--- config.mk ---
export PLATFORM = sky130hd
export DESIGN_NAME = mux64_rr_sched
export DESIGN_NICKNAME = d
export VERILOG_FILES = /design/src/rtl/mux64_sched_pkg.sv /design/src/rtl/rr_pick64.sv /design/src/rtl/mux64_rr_sched.sv
export SDC_FILE = /design/constraint.sdc
export NUM_CORES = 1
export LEC_CHECK = 0
export ABC_CLOCK_PERIOD_IN_PS = 5800
export CORE_ASPECT_RATIO = 1.2
export CORE_UTILIZATION = 27
export DETAILED_ROUTE_END_ITERATION = 16
export PLACE_DENSITY_LB_ADDON = 0.12
export SYNTH_ARGS = -nofsm -noshare
export SYNTH_HDL_FRONTEND = slang
export SYNTH_HIERARCHICAL = 1
export SYNTH_SLANG_ARGS = --single-unit
--- constraint.sdc ---
create_clock -name clk -period 5.8 [get_ports clk]
set_input_delay 1.16 -clock clk [delete_from_list [all_inputs] [get_ports clk]]
set_output_delay 1.16 -clock clk [all_outputs]
set_load 0.05 [all_outputs]
--- src/rtl/mux64_sched_pkg.sv ---
// Shared constants, FSM state type and counter-width helper for the
// mux64_rr_sched round-robin scheduler.
package mux64_sched_pkg;

    localparam int N_REQ  = 64;
    localparam int SEL_W  = 6;
    localparam int DATA_W = 8;

    typedef enum logic [1:0] {
        IDLE,
        ARB,
        WAIT,
        HOLD
    } sched_state_e;

    // Width needed to hold MUX_LAT as a down-counter start value, never below 1.
    function automatic int cnt_width(input int lat);
        return (lat < 2) ? 1 : $clog2(lat + 1);
    endfunction

endpackage

--- src/rtl/rr_pick64.sv ---
// Combinational rotate-find-first: returns the first set bit of vec_i found
// searching upward from ptr_i+1 (mod 64); ptr_i itself is checked last.
module rr_pick64
    import mux64_sched_pkg::*;
(
    input  logic [N_REQ-1:0] vec_i,
    input  logic [SEL_W-1:0] ptr_i,
    output logic             found_o,
    output logic [SEL_W-1:0] idx_o
);

    logic [SEL_W-1:0] cand;

    // Walk offsets from farthest to nearest so the nearest hit overwrites the rest.
    always_comb begin
        found_o = 1'b0;
        idx_o   = '0;
        cand    = '0;
        for (int i = N_REQ; i >= 1; i--) begin
            cand = ptr_i + SEL_W'(i);
            if (vec_i[cand]) begin
                found_o = 1'b1;
                idx_o   = cand;
            end
        end
    end

endmodule

--- src/rtl/mux64_rr_sched.sv ---
// Round-robin scheduler owning the select of a shared 64:1 byte mux.
// Arbitrates req, drives sel, waits MUX_LAT cycles, captures mux_out and
// presents it with its source index on a valid/ready port.
// Optional feature macro: MUX64_SCHED_PRIO_EN (adds a prio[63:0] input that
// restricts round-robin to req & prio whenever that is nonzero).
module mux64_rr_sched
    import mux64_sched_pkg::*;
#(
    parameter int MUX_LAT = 0
) (
    input  logic              clk,
    input  logic              rst,
    input  logic [N_REQ-1:0]  req,
`ifdef MUX64_SCHED_PRIO_EN
    input  logic [N_REQ-1:0]  prio,
`endif
    output logic [SEL_W-1:0]  sel,
    input  logic [DATA_W-1:0] mux_out,
    output logic              out_valid,
    input  logic              out_ready,
    output logic [DATA_W-1:0] out_data,
    output logic [SEL_W-1:0]  out_id,
    output logic [N_REQ-1:0]  gnt,
    output logic              busy
);

    localparam int CNT_W = cnt_width(MUX_LAT);

    sched_state_e      state_q, state_d;
    logic [CNT_W-1:0]  cnt_q, cnt_d;
    logic [SEL_W-1:0]  ptr_q, ptr_d;
    logic [SEL_W-1:0]  sel_q, sel_d;
    logic [SEL_W-1:0]  id_q, id_d;
    logic [DATA_W-1:0] data_q, data_d;
    logic              valid_q, valid_d;

    logic              win_found;
    logic [SEL_W-1:0]  win_idx;

`ifdef MUX64_SCHED_PRIO_EN
    logic [N_REQ-1:0]  req_hi;
    logic              found_hi, found_all;
    logic [SEL_W-1:0]  idx_hi, idx_all;

    assign req_hi = req & prio;

    rr_pick64 u_pick_hi (
        .vec_i   (req_hi),
        .ptr_i   (ptr_q),
        .found_o (found_hi),
        .idx_o   (idx_hi)
    );

    rr_pick64 u_pick_all (
        .vec_i   (req),
        .ptr_i   (ptr_q),
        .found_o (found_all),
        .idx_o   (idx_all)
    );

    // Priority class wins whenever any prioritised requester is pending;
    // both classes advance the same pointer.
    always_comb begin
        win_found = found_all;
        win_idx   = idx_all;
        if (|req_hi) begin
            win_found = found_hi;
            win_idx   = idx_hi;
        end
    end
`else
    rr_pick64 u_pick (
        .vec_i   (req),
        .ptr_i   (ptr_q),
        .found_o (win_found),
        .idx_o   (win_idx)
    );
`endif

    // State register; reset parks the pointer at 63 so the first search starts at 0.
    always_ff @(posedge clk) begin
        if (rst) begin
            state_q <= IDLE;
            cnt_q   <= '0;
            ptr_q   <= '1;
            sel_q   <= '0;
            id_q    <= '0;
            data_q  <= '0;
            valid_q <= 1'b0;
        end else begin
            state_q <= state_d;
            cnt_q   <= cnt_d;
            ptr_q   <= ptr_d;
            sel_q   <= sel_d;
            id_q    <= id_d;
            data_q  <= data_d;
            valid_q <= valid_d;
        end
    end

    // Next-state and grant logic; sel only moves on the ARB->WAIT edge.
    always_comb begin
        state_d = state_q;
        cnt_d   = cnt_q;
        ptr_d   = ptr_q;
        sel_d   = sel_q;
        id_d    = id_q;
        data_d  = data_q;
        valid_d = valid_q;
        gnt     = '0;
        unique case (state_q)
            IDLE: begin
                if (|req) state_d = ARB;
            end
            ARB: begin
                if (win_found) begin
                    sel_d   = win_idx;
                    id_d    = win_idx;
                    cnt_d   = CNT_W'(MUX_LAT);
                    state_d = WAIT;
                end else begin
                    state_d = IDLE;
                end
            end
            WAIT: begin
                if (cnt_q != '0) begin
                    cnt_d = cnt_q - CNT_W'(1);
                end else begin
                    data_d  = mux_out;
                    valid_d = 1'b1;
                    state_d = HOLD;
                end
            end
            HOLD: begin
                // A reset in the same cycle aborts the transaction without a grant.
                if (out_ready && !rst) begin
                    gnt[id_q] = 1'b1;
                    ptr_d     = id_q;
                    valid_d   = 1'b0;
                    state_d   = ARB;
                end
            end
            default: state_d = IDLE;
        endcase
    end

    assign sel       = sel_q;
    assign out_valid = valid_q;
    assign out_data  = data_q;
    assign out_id    = id_q;
    assign busy      = (state_q != IDLE);

endmodule

==> flow_metrics.env <==
export IMPL_outcome="completed"
export IMPL_p_leak_nw=6.94
export IMPL_clk_path_buf_depth=2
export IMPL_grt_pass1_wl_mm=132
export IMPL_ys_ff_latch=23
export IMPL_placed_cells=2880
export IMPL_cp_cell_sequence="clkdlybuf4s50_1 > mux4_2 > mux4_2 > mux4_2 > and2_1 > a2111oi_2 > and3_1 > o211ai_1 > a211o_1 > a31oi_2 > o221a_1 > nand3_1 > a21oi_1"
export IMPL_grt_max_degree=61
export IMPL_critPathRequiredTime_ns=5.99
export IMPL_rsz0062_at_grt="no"
export IMPL_place_congestion=1.06
export IMPL_initial_core_util_pct=27.3
export IMPL_use_met2_pct=54.9
export IMPL_power_internal_mw=4.76
export IMPL_drc=0
export IMPL_cpMaxStageDelayCell="mux4_2"
export IMPL_yosysTopAreaCellShare_pct=19.9
export IMPL_num_fill_cells=5529
export IMPL_p_seq_share_pct=2.2
export IMPL_fmax_mhz=176
export IMPL_slew_headroom_pct=14.1
export IMPL_antenna_found_initial=4
export IMPL_combPwrFrac_pct=96.5
export IMPL_hold_violations=0
export IMPL_netSwitchingPower_mw=7.34
export IMPL_start_kind="primary input"
export IMPL_worstSetupPathType="primary input to flop"
export IMPL_first_global_vias=17600
export IMPL_via_per_inst=6.39
export IMPL_power_density_nw_per_um2=646
export IMPL_synth_most_common_cell="nor2_1"
export IMPL_path_max_fanout=7
export IMPL_syn_num_nets=1950
export IMPL_cp_data_arrival_time_ns=5.88
export IMPL_register_area_um2=473
export IMPL_cts_hold_buf=0
export IMPL_final_area_um2=18700
export IMPL_grt_busiest_layer="met2"
export IMPL_die_area_um2=53800
export IMPL_crit_path_frequent_cell="mux4_2"
export IMPL_grt_util_met1_pct=42.0
export IMPL_initialDrtViolationCount=2191
export IMPL_fp_dieH_um=254
export IMPL_maxSlewViolCount=0
export IMPL_ys_warnings_count=6
export IMPL_wirelength_mm=94.2
export IMPL_die_x_um=212
export IMPL_synthTopCellsByArea="mux4_2 20%, mux2i_1 11%, nor2_1 5.3%, nand2_1 5.0%, mux2_2 4.3%"
export IMPL_power_mw=12.1
export IMPL_swShare_pct=60.7
export IMPL_hp_class="flop to flop"
export IMPL_fin_skew_ns=0.00338
export IMPL_vdd_drop_max_v=0.000300
export IMPL_io_pins=161
export IMPL_period_needed_ns=5.69
export IMPL_vias=18400
export IMPL_area_growth_synth_to_final_pct=31.0
export IMPL_p_clk_share_pct=1.3
export IMPL_max_stage_delay_ns=0.65
export IMPL_synthArstFlopShare_pct=0
export IMPL_mappedNetlistArea_um2=14300
export IMPL_place_area_um2=18600
export IMPL_io_buffers=160
export IMPL_clock_sinks=23
export IMPL_postSynthAreaPerCell_um2=7.70
export IMPL_synthCells=1855
export IMPL_ys_seq_area_share_pct=3.22
export IMPL_multi_input_area_um2=13000
export IMPL_final_nets=2275
export IMPL_dr_pass1_iters=8
export IMPL_root_buffer="clkbuf_16"
export IMPL_grtUsageTotal_pct=34.3
export IMPL_synth_edf_count=0
export IMPL_clk_pin_slew_ns=0.07
export IMPL_cp_end_kind="flop"
export IMPL_place_hpwl_mm=77.8
export IMPL_worst_pin_slew_ns=1.28
export IMPL_synthTopCellsByCount="201 x nor2_1, 189 x nand2_1, 152 x mux2i_1"
export IMPL_synth_cell_types=97
export IMPL_maxCapViolCount=0
export IMPL_wl_per_cell_um=32.6
export IMPL_grt_overflow=0
export IMPL_fin_crit_sh_pct=98.1
export IMPL_grt_use_met3_pct=5.29
export IMPL_htree_levels=1
export IMPL_core_area_um2=52400
export IMPL_insertion_delay_ns=0.26
export IMPL_synth_largest_area_cell="mux4_2"
export IMPL_drtAntennaViolNets=0
export IMPL_setup_viol=0
export IMPL_drive_above_1_share_pct=25.1
export IMPL_fp_row_count=92
export IMPL_finalSetupTns_ns=0
export IMPL_cts_buffers=3
export IMPL_stdcell_count=2887
export IMPL_synthFlopType="dfxtp_1"
export IMPL_cts_tree="yes"
-- power by group through the flow --
stage / registers (mW) / clock network, mW / logic, mW
after floorplan: 0.278 / 0 / 5.95
after global placement: 0.266 / 0 / 11.4
after detailed placement: 0.267 / 0 / 11.3
after CTS: 0.264 / 0.164 / 11.3
after global routing: 0.270 / 0.167 / 12.1
final: 0.264 / 0.156 / 11.7
-- state kept, by name (all words and copies together) (netlist names) --
signal,flops
state_q,2
out_id,6
out_data,8
ptr_q,6
out_valid,1
-- final cells by class --
type	count	area share, %
clock inverter	1	0.0401
tap	705	4.71
sequential	23	2.53
antenna	3	0.0401
clock buffer	3	0.401
multi-input combinational	1648	69.6
timing repair buffer	469	22.0
inverter	35	0.722
-- cell usage in the layout (no fill, tap or decap), types with 15 or more instances in the layout --
cell type	n
a21oi_1	117
a31oi_1	21
clkdlybuf4s50_1	160
and2_1	15
nor2b_1	15
ha_1	19
nor2_1	201
dfxtp_1	17
mux4_2	127
a22oi_1	21
o21ai_0	92
xor2_1	27
a211oi_1	25
buf_12	15
xnor2_1	45
nor3_1	47
nand3_1	87
o22ai_1	28
buf_4	294
nand2_1	189
inv_1	31
o211ai_1	24
nor4_1	27
mux2i_1	152
nand4_1	27
mux2_2	54
-- final timing paths --
check              startpoint           to  slack (ns)  depth (start not counted)
setup / recovery      req[56]    out_id[2]        0.11                         13
hold / removal    out_data[6]  out_data[6]        0.49                          2
setup reg to reg     ptr_q[1]    out_id[2]        0.14                         20
hold reg to reg   out_data[6]  out_data[6]        0.49                          2
-- metrics by stage --
stage / hold WS (ns) / util (%) / setup WS (ns)
CTS: 0.501 / 35.7 / 0.0192
global route: 0.536 / 35.7 / 0.0361
detailed placement: 0.478 / 35.5 / -0.223
global placement: 0.465 / 35.5 / -0.297
finish: 0.494 / 35.7 / 0.112
floorplan: 0.431 / - / 0.0517
-- metal layers --
layer	up-vias	share of wire [%]
met5	-	0
met2	1161	45
met3	301	8.2
met1	9081	38
met4	0	8.7
li1	7897	-
-- repair_timing --
| action | in CTS | in global routing |
|---|---|---|
| gates resized for setup | 0 | 6 |
| setup endpoints to repair | 0 | 4 |
| setup buffers | 0 | 0 |
-- worst max-delay path: cells and delay by family --
| kind | cells | cell delay [ns] |
|---|---|---|
| compound gates | 6 | 1.71 |
| simple gates | 3 | 0.59 |
| buf+inv | 1 | 0.57 |
| mux | 3 | 1.82 |
-- cell families after synthesis --
kind of cell / count (synthesis) / share of synthesized area (%)
simple gates: 705 / 23.7
compound gates: 501 / 23.6
mux: 343 / 36.7
buf+inv: 184 / 6.10
xor+xnor: 79 / 4.90
flops: 23 / 3.22
fa+ha+maj: 20 / 1.75
Power figures use the tool's default switching activity.
